**src/rtl/seg_scan_driver.sv**
```systemverilog
// Multiplexed 7-segment scan driver: prescaled digit scan, one-cycle anode dead-time,
// per-digit blinking and a shadow/active double buffer that only swaps at frame wrap.
module seg_scan_driver #(
  parameter int DIGITS       = 4,
  parameter int SCAN_DIV     = 1000,
  parameter int BLINK_FRAMES = 64,
  parameter bit ACTIVE_LOW   = 1'b0
) (
  input  logic                  clk,
  input  logic                  rst,
  input  logic                  load,
  input  logic [5*DIGITS-1:0]   data,
  input  logic [DIGITS-1:0]     blink_mask,
  output logic [6:0]            seg,
  output logic [DIGITS-1:0]     an,
  output logic                  frame_tick,
  output logic                  pending
);

  localparam int CW = $clog2(SCAN_DIV);
  localparam int DW = (DIGITS > 1) ? $clog2(DIGITS) : 1;
  localparam int BW = (BLINK_FRAMES > 1) ? $clog2(BLINK_FRAMES) : 1;

  localparam logic [4:0]          GLYPH_BLANK = 5'h10;
  localparam logic [5*DIGITS-1:0] ALL_BLANK   = {DIGITS{GLYPH_BLANK}};

  logic [CW-1:0]       cnt;
  logic [DW-1:0]       dig;
  logic [BW-1:0]       bcnt;
  logic                phase;
  logic                pend;
  logic [5*DIGITS-1:0] active_code, shadow_code;
  logic [DIGITS-1:0]   active_mask, shadow_mask;

  logic slot_end, wrap;

  assign slot_end = (cnt == CW'(SCAN_DIV - 1));
  assign wrap     = slot_end && (dig == DW'(DIGITS - 1));

  // Scan position: prescaler and digit index.
  // NOTE: sequential state uses non-blocking (<=) so every register samples pre-edge values.
  always_ff @(posedge clk or posedge rst) begin
    if (rst) begin
      cnt <= '0;
      dig <= '0;
    end else if (slot_end) begin
      cnt <= '0;
      dig <= wrap ? '0 : dig + 1'b1;
    end else begin
      cnt <= cnt + 1'b1;
    end
  end

  // Double buffer: a load on the wrap cycle bypasses the shadow straight into active.
  // NOTE: the glyph buffers are plain registers, so they are reset to blank like any other state.
  always_ff @(posedge clk or posedge rst) begin
    if (rst) begin
      shadow_code <= ALL_BLANK;
      shadow_mask <= '0;
      active_code <= ALL_BLANK;
      active_mask <= '0;
      pend        <= 1'b0;
    end else begin
      if (load) begin
        shadow_code <= data;
        shadow_mask <= blink_mask;
      end
      if (wrap) begin
        pend <= 1'b0;
        if (load) begin
          active_code <= data;
          active_mask <= blink_mask;
        end else if (pend) begin
          active_code <= shadow_code;
          active_mask <= shadow_mask;
        end
      end else if (load) begin
        pend <= 1'b1;
      end
    end
  end

  // Blink phase advances only on frame boundaries.
  always_ff @(posedge clk or posedge rst) begin
    if (rst) begin
      bcnt  <= '0;
      phase <= 1'b0;
    end else if (wrap) begin
      if (bcnt == BW'(BLINK_FRAMES - 1)) begin
        bcnt  <= '0;
        phase <= ~phase;
      end else begin
        bcnt <= bcnt + 1'b1;
      end
    end
  end

  function automatic logic [6:0] decode(input logic [4:0] code);
    case (code)
      5'h00:   decode = 7'b1111110;
      5'h01:   decode = 7'b0110000;
      5'h02:   decode = 7'b1101101;
      5'h03:   decode = 7'b1111001;
      5'h04:   decode = 7'b0110011;
      5'h05:   decode = 7'b1011011;
      5'h06:   decode = 7'b1011111;
      5'h07:   decode = 7'b1110000;
      5'h08:   decode = 7'b1111111;
      5'h09:   decode = 7'b1111011;
      5'h0A:   decode = 7'b1110111;
      5'h0B:   decode = 7'b0011111;
      5'h0C:   decode = 7'b1001110;
      5'h0D:   decode = 7'b0111101;
      5'h0E:   decode = 7'b1001111;
      5'h0F:   decode = 7'b1000111;
      5'h11:   decode = 7'b0000001;
      default: decode = 7'b0000000;
    endcase
  endfunction

  logic [6:0]        seg_raw;
  logic [DIGITS-1:0] an_raw;
  logic [4:0]        cur_code;
  logic              hidden;

  // Outputs depend on registered state only; cnt==0 is the dead-time cycle of every slot.
  // NOTE: every always_comb output gets a default first so no path can infer a latch.
  always_comb begin
    seg_raw  = 7'b0000000;
    an_raw   = '0;
    cur_code = active_code[5*dig +: 5];
    hidden   = active_mask[dig] & phase;
    if (cnt != '0) begin
      an_raw = DIGITS'(1) << dig;
      if (!hidden) seg_raw = decode(cur_code);
    end
  end

  assign seg        = ACTIVE_LOW ? ~seg_raw : seg_raw;
  assign an         = ACTIVE_LOW ? ~an_raw  : an_raw;
  assign frame_tick = (dig == '0) && (cnt == '0);
  assign pending    = pend;

endmodule

```
**config.mk**
```make
export PLATFORM = sky130hd
export DESIGN_NAME = seg_scan_driver
export DESIGN_NICKNAME = d
export VERILOG_FILES = /design/src/rtl/seg_scan_driver.sv
export SDC_FILE = /design/constraint.sdc
export NUM_CORES = 1
export LEC_CHECK = 0
export ABC_AREA = 1
export CORE_MARGIN = 4
export CORE_UTILIZATION = 40
export CTS_BUF_LIST = sky130_fd_sc_hd__clkbuf_4 sky130_fd_sc_hd__clkbuf_8
export DETAILED_ROUTE_END_ITERATION = 10
export PLACE_DENSITY = 0.69
export SETUP_SLACK_MARGIN = 0.2
export SLEW_MARGIN = 40
export SYNTH_ARGS = -nofsm -noshare
export SYNTH_HDL_FRONTEND = slang
export SYNTH_SLANG_ARGS = --single-unit
```
**constraint.sdc**
```tcl
create_clock -name clk -period 6.7 [get_ports clk]
set_clock_uncertainty 0.1 [all_clocks]
set_input_delay 2.01 -clock clk [delete_from_list [all_inputs] [get_ports clk]]
set_output_delay 2.01 -clock clk [all_outputs]
set_load 0.005 [all_outputs]
```
==> flow_summary_export.csv, run 1 <==
group,metric,value,unit
status,outcome,"finished, final reports clean",
global_routing,grt_pass1_wl,13050,um
sta,fmax,0.2029,GHz
logic_synthesis,syn_avg_cell_area,7.681,um2
final_layout,final_area,0.004264,mm2
global_routing,antenna_found_initial,0,
routing,wl,7387,um
final_layout,antennaDiodeCount,0,
sta,post-route-period-util,73.57,%
power,p_leak,2.252,nW
clocking,cts.sinks,68,
floorplanning,core,0.008721,mm2
logic_synthesis,yosysMostFrequentCell,"nand2_1",
logic_synthesis,yosysTopAreaCell,"dfrtp_1",
sta,slew_violations,0,
routing,post_drt_wl_per_cell,11.93,um
floorplanning,die_y,102.8,um
clocking,insertion_delay,340,ps
setup_path,cp_slowest_stage_delay,650,ps
global_routing,grt_pass1_vias,2843,
setup_path,crit_fanout,17,
placement,port_buffers,39,
setup_path,critical-path-slowest-cell,"dfrtp_1",
floorplanning,die-width,102.8,um
hold_path,hold_path.class,"flip-flop to flip-flop",
logic_synthesis,ys_types,32,
clocking,cts_root_buf,"clkbuf_8",
logic_synthesis,yosys.area.top_type_share,41.77,%
clocking,cts_setup_buffers,0,
final_layout,fillers,820,
floorplanning,ios,40,
global_routing,grt_max_degree,40,
setup_path,arrival,2820,ps
placement,dp_hpwl,5628,um
floorplanning,start_util,41.22,%
final_layout,area_growth,18.62,%
setup_path,crit_required,4590,ps
setup_path,crit_type,"flip-flop to primary output",
logic_synthesis,synth_area_leaders,"dfrtp_1, nand2_1, nand3_1",
clocking,clk_pin_slew,80,ps
placement,place_congestion,0.8661,
final_layout,drive_above_1_share,8.415,%
sta,tightest_slew,706.8,ps
setup_path,path_cells,"inv_2 -> nand2_1 -> nand3_1 -> nand2_1 -> inv_1 -> ha_1 -> nand3_1 -> nand3_1 -> nand2_1 -> nand2_1 -> inv_1 -> clkdlybuf4s50_1",
logic_synthesis,synth-edff-count,0,
logic_synthesis,synthArstFlopShare,100.0,%
sta,tns,0,ps
run,drv_cap,0,
logic_synthesis,synth_nets,509,
final_layout,layout.nets,547,
power,peakVddDrop,114.8,uV
setup_path,crit_path_frequent_cell,"nand2_1",
clocking,ctsHtreeMaxLevel,3,
clocking,cts_max_path_buffers,2,
routing,first_iter_violations,132,
logic_synthesis,synthCells,468,
placement,placed_cell_area,0.004058,mm2
sta,rsz0062_at_grt,"false",
sta,slew_headroom,52.83,%
logic_synthesis,ys.flop_type,"dfrtp_1",
global_routing,grt_usage,15.63,%
routing,viasPerCell,4.829,
routing,first_pass_iters,4,
clocking,postCtsHoldBufs,0,
sta,setup_viol,0,
logic_synthesis,synthesis.area,0.003595,mm2
floorplanning,dieArea,0.01057,mm2
sta,hold_viol,0,
clocking,numCtsBuffers,9,
power,power,0.8171,mW
routing,ant_nets,0,
logic_synthesis,synth_warnings,0,
clocking,cts_tree,"yes",
logic_synthesis,post_synth_most_frequent_cells,"nand2_1, dfrtp_1, nand3_1",
global_routing,grt.overflow.total,0,
setup_path,endpoint_kind,"primary output",
floorplanning,fp-row-count,34,
routing,drc,0,
logic_synthesis,ys_seq_elements,68,
routing,num_vias,2989,
sta,period_needed,4929,ps
logic_synthesis,synth-seq-area-share,47.62,%
setup_path,startpoint_type,"flip-flop",
power,powerDensity,191.6,mW/mm2
clocking,cts_resized,0,
-- per-layer routing --
layer / vias up / share of wire (%) / global-route usage (%)
met5: - / 0 / 0
met4: 0 / 1.3 / 6.375
met3: 6 / 4.7 / 3.654
met2: 59 / 45 / 23.54
met1: 1376 / 49 / 21.78
li1: 1548 / - / -
-- worst max-delay path, delay by kind of cell (launching register included) --
family                   cells  cell delay, ps
buffers and inverters        4             870
AND/OR/NAND/NOR              7             740
flip-flops                   1             650
adder cells (fa/ha/maj)      1             210
-- logic make-up (layout without fill, tap and decap cells) --
group                    Yosys count  after routing  share of synthesized area [%]
buffers and inverters             50             93                          6.370
AO/OA/AOI/OAI                     24             24                          3.376
flip-flops                        68             68                          47.62
adder cells (fa/ha/maj)           14             14                          4.873
XOR/XNOR                           4              4                         0.9748
AND/OR/NAND/NOR                  308            308                          36.79
-- final cells by class --
type / count / area (um2) / share of cell area [%]
Inverter: 35 / 131.4 / 3.081
Tap cell: 108 / 135.1 / 3.169
Sequential cell: 68 / 1712 / 40.14
Multi-Input combinational cell: 350 / 1654 / 38.79
Timing Repair Buffer: 42 / 425.4 / 9.977
Clock inverter: 4 / 47.55 / 1.115
Clock buffer: 12 / 158.9 / 3.727
-- worst paths after layout --
| check | start | endpoint | slack (ps) | cells after the start |
|---|---|---|---|---|
| hold reg to reg | shadow_code[2] | shadow_code[2] | 370 | 2 |
| max in group asynchronous | rst | active_code[14] | 3930 | 4 |
| min in group asynchronous | rst | pending | 1960 | 3 |
| setup reg to reg | dig[0] | active_code[17] | 4610 | 6 |
| hold / removal | shadow_code[2] | shadow_code[2] | 370 | 2 |
| setup / recovery | dig[0] | seg[0] | 1770 | 12 |
-- stage by stage --
step	util [%]	worst slack, ps	cells	hold WS [ps]
5_1_grt	48.90	1506	619	396.1
6_report	48.90	1771	619	374.9
3_3_place_gp	46.30	2276	602	355.7
3_5_place_dp	46.53	2146	603	361.0
4_1_cts	48.90	1767	619	378.0
2_1_floorplan	-	2892	468	338.6
-- placed cells by master, fill, tap and decap left out --
| cell | n |
|---|---|
| clkbuf_8 | 11 |
| buf_12 | 1 |
| dfstp_2 | 8 |
| nand2_2 | 4 |
| nor2_2 | 1 |
| nor3_1 | 5 |
| nand3_2 | 1 |
| clkdlybuf4s50_1 | 39 |
| o21ai_0 | 12 |
| ha_1 | 14 |
| o22ai_1 | 1 |
| and3_1 | 1 |
| xnor2_1 | 2 |
| xor2_1 | 2 |
| nand3_4 | 1 |
| o21ai_1 | 1 |
| nor4_1 | 1 |
| inv_1 | 32 |
| nor2_1 | 24 |
| bufinv_16 | 1 |
| inv_2 | 3 |
| a21oi_1 | 10 |
| or2_2 | 2 |
| nand3b_1 | 2 |
| nand2_4 | 1 |
| clkbuf_4 | 1 |
| buf_4 | 2 |
| clkinvlp_4 | 1 |
| clkinv_2 | 2 |
| nand4_1 | 3 |
| dfrtp_1 | 60 |
| nand3_1 | 51 |
| nand4_2 | 1 |
| nor2_8 | 1 |
| nor3_2 | 1 |
| nand2_1 | 208 |
-- registers in the layout, summed over array words and instances, names as in the netlist --
name / count
active_code: 20
shadow_code: 20
cnt: 10
bcnt: 6
active_mask: 4
shadow_mask: 4
dig: 2
pending: 1
phase: 1
-- report_power, final --
part | total [mW] | switching, mW | internal (mW)
combinational | 0.0463 | 0.0253 | 0.0210
clock | 0.343 | 0.148 | 0.195
sequential | 0.428 | 0.00344 | 0.425
total | 0.817 | 0.176 | 0.641
Power figures use the tool's default switching activity.
==> inputs of run 2 (changes only) <==
Clock period 6.7 ns to 4.8 ns, I/O delays scaled along.
==> run 2 against run 1 <==
Net effect: first-iteration DRC count increased by 3.0%; sequential share of layout area grew 0.28 points; non-clock buffer count is the same; combinational power rose by 37%; cell count unchanged; largest power group unchanged; largest cell class unchanged; wire length decreased by 0.32%; core utilization shrank 0.30 points; register-to-register slack worse by 1800 ps; global-route usage shrank 0.36 points.
==> flow_summary_export.csv, run 2 (synthesized netlist as in run 1, its figures left out) <==
group,metric,value,unit
routing,ant_nets,0,
setup_path,worst-path-buf-inv,4,
placement,dp_hpwl,5440,um
sta,fmax,0.2399,GHz
clocking,cts_max_path_buffers,2,
clocking,cts_root_buf,"clkbuf_8",
floorplanning,die-width,102.8,um
sta,rsz0062_at_grt,"false",
floorplanning,dieArea,0.01057,mm2
global_routing,grt_pass1_vias,2847,
global_routing,grt.overflow.total,0,
setup_path,crit_path_frequent_cell,"nand2_1",
sta,period_needed,4168,ps
final_layout,antennaDiodeCount,0,
setup_path,arrival,2630,ps
clocking,cts.sinks,68,
hold_path,hold_path.class,"flip-flop to flip-flop",
clocking,ctsHtreeMaxLevel,3,
final_layout,top_regs,"active_code x20, shadow_code x20, cnt x10",
global_routing,grt_max_degree,32,
setup_path,crit_fanout,17,
final_layout,final_common_cell,"nand2_1",
routing,drc,0,
setup_path,crit_type,"flip-flop to primary output",
routing,first_pass_iters,4,
clocking,insertion_delay,340,ps
final_layout,area_growth,17.89,%
placement,place_congestion,0.8429,
floorplanning,core,0.008721,mm2
sta,hold_slack,369.9,ps
global_routing,grt_usage,15.27,%
status,outcome,"finished, final reports clean",
setup_path,startpoint_type,"flip-flop",
global_routing,antenna_found_initial,0,
setup_path,cp_top_family,"buffers and inverters",
sta,setup_viol,0,
clocking,clk_pin_slew,70,ps
global_routing,grt_pass1_wl,12940,um
power,powerDensity,262.8,mW/mm2
routing,viasPerCell,4.792,
setup_path,endpoint_kind,"primary output",
clocking,numCtsBuffers,9,
routing,wl,7363,um
run,drv_cap,0,
sta,tns,0,ps
floorplanning,start_util,41.22,%
placement,port_buffers,39,
setup_path,critical-path-slowest-cell,"dfrtp_2",
sta,slew_headroom,51.20,%
floorplanning,ios,40,
final_layout,most-common-layout-cells,"nand2_1, dfrtp_1, nand3_1, clkdlybuf4s50_1, inv_1",
sta,tightest_slew,731.2,ps
placement,pre_cts_ws,835.4,ps
sta,fin_ws,632.3,ps
power,p_leak,2.231,nW
setup_path,cp_slowest_stage_delay,520,ps
sta,post-route-period-util,86.83,%
sta,slew_violations,0,
power,peakVddDrop,188.7,uV
setup_path,path_cells,"inv_2 -> nand2_1 -> nand3_1 -> nand2_1 -> inv_1 -> ha_1 -> nand3_1 -> nand3_1 -> nand2_1 -> nand2_1 -> inv_1 -> clkdlybuf4s50_1",
routing,first_iter_violations,136,
setup_path,crit_required,3260,ps
clocking,cts_tree,"yes",
floorplanning,fp-row-count,34,
routing,num_vias,2966,
floorplanning,die_y,102.8,um
final_layout,layout.nets,547,
final_layout,drive_above_1_share,8.611,%
routing,post_drt_wl_per_cell,11.89,um
sta,hold_viol,0,
## run 2: worst register-to-register path, cell delays in order, from the launching register on
cell and delay [ps]:
dfrtp_1 580, ha_1 290, inv_1 130, nor2_8 340
nand2_4 260, nand2_1 130, nand2_1 60
## run 2: final cells by class
type	instances	area [um2]
multi-input combinational	350	1654
timing repair buffer	42	412.9
inverter	35	131.4
tap	108	135.1
sequential	68	1713
fill	880	4483
clock inverter	7	67.56
clock buffer	9	123.9
## run 2: power breakdown
part           internal [mW]  total (mW)  switching [mW]  leakage, nW
clock network          0.237       0.453           0.216       0.0910
registers              0.593       0.598         0.00490        0.864
logic                 0.0283      0.0634          0.0352         1.28
total                  0.858        1.11           0.256         2.23
## run 2: what timing repair did
item                       in CTS  in global routing
setup endpoints to repair       0                  1
hold buffers                    0                  0
setup buffers                   0                  0
resized for setup               0                  1
## run 2: routing by layer
metal  global-route usage [%]  up-vias  part of all wire (%)
met3                    2.909        9                   5.0
met1                    22.15     1342                    51
li1                         -     1549                     -
met4                    5.279        0                  0.98
met2                    22.94       66                    43
met5                        0        -                     0
## run 2: per-stage QoR
stage                     area [um2]  util, %  total power [mW]  instances
after floorplan                 3595        -            0.6395        468
after global placement          4045    46.38            0.6716        603
after detailed placement        4045    46.38            0.6734        603
after CTS                       4237    48.58             1.129        619
after global routing            4238    48.59             1.169        619
final                           4238    48.59             1.114        619
## run 2: path summary, 6_finish.rpt
check                           startpoint  cells past startpoint  slack [ps]               to
min in group asynchronous              rst                      2        1400          bcnt[5]
setup reg to reg                    dig[1]                      6        2800   active_mask[0]
hold reg to reg            active_code[14]                      2         370  active_code[14]
hold / removal             active_code[14]                      2         370  active_code[14]
setup / recovery                    dig[0]                     12         630           seg[0]
max in group asynchronous              rst                      3        2410  active_code[14]
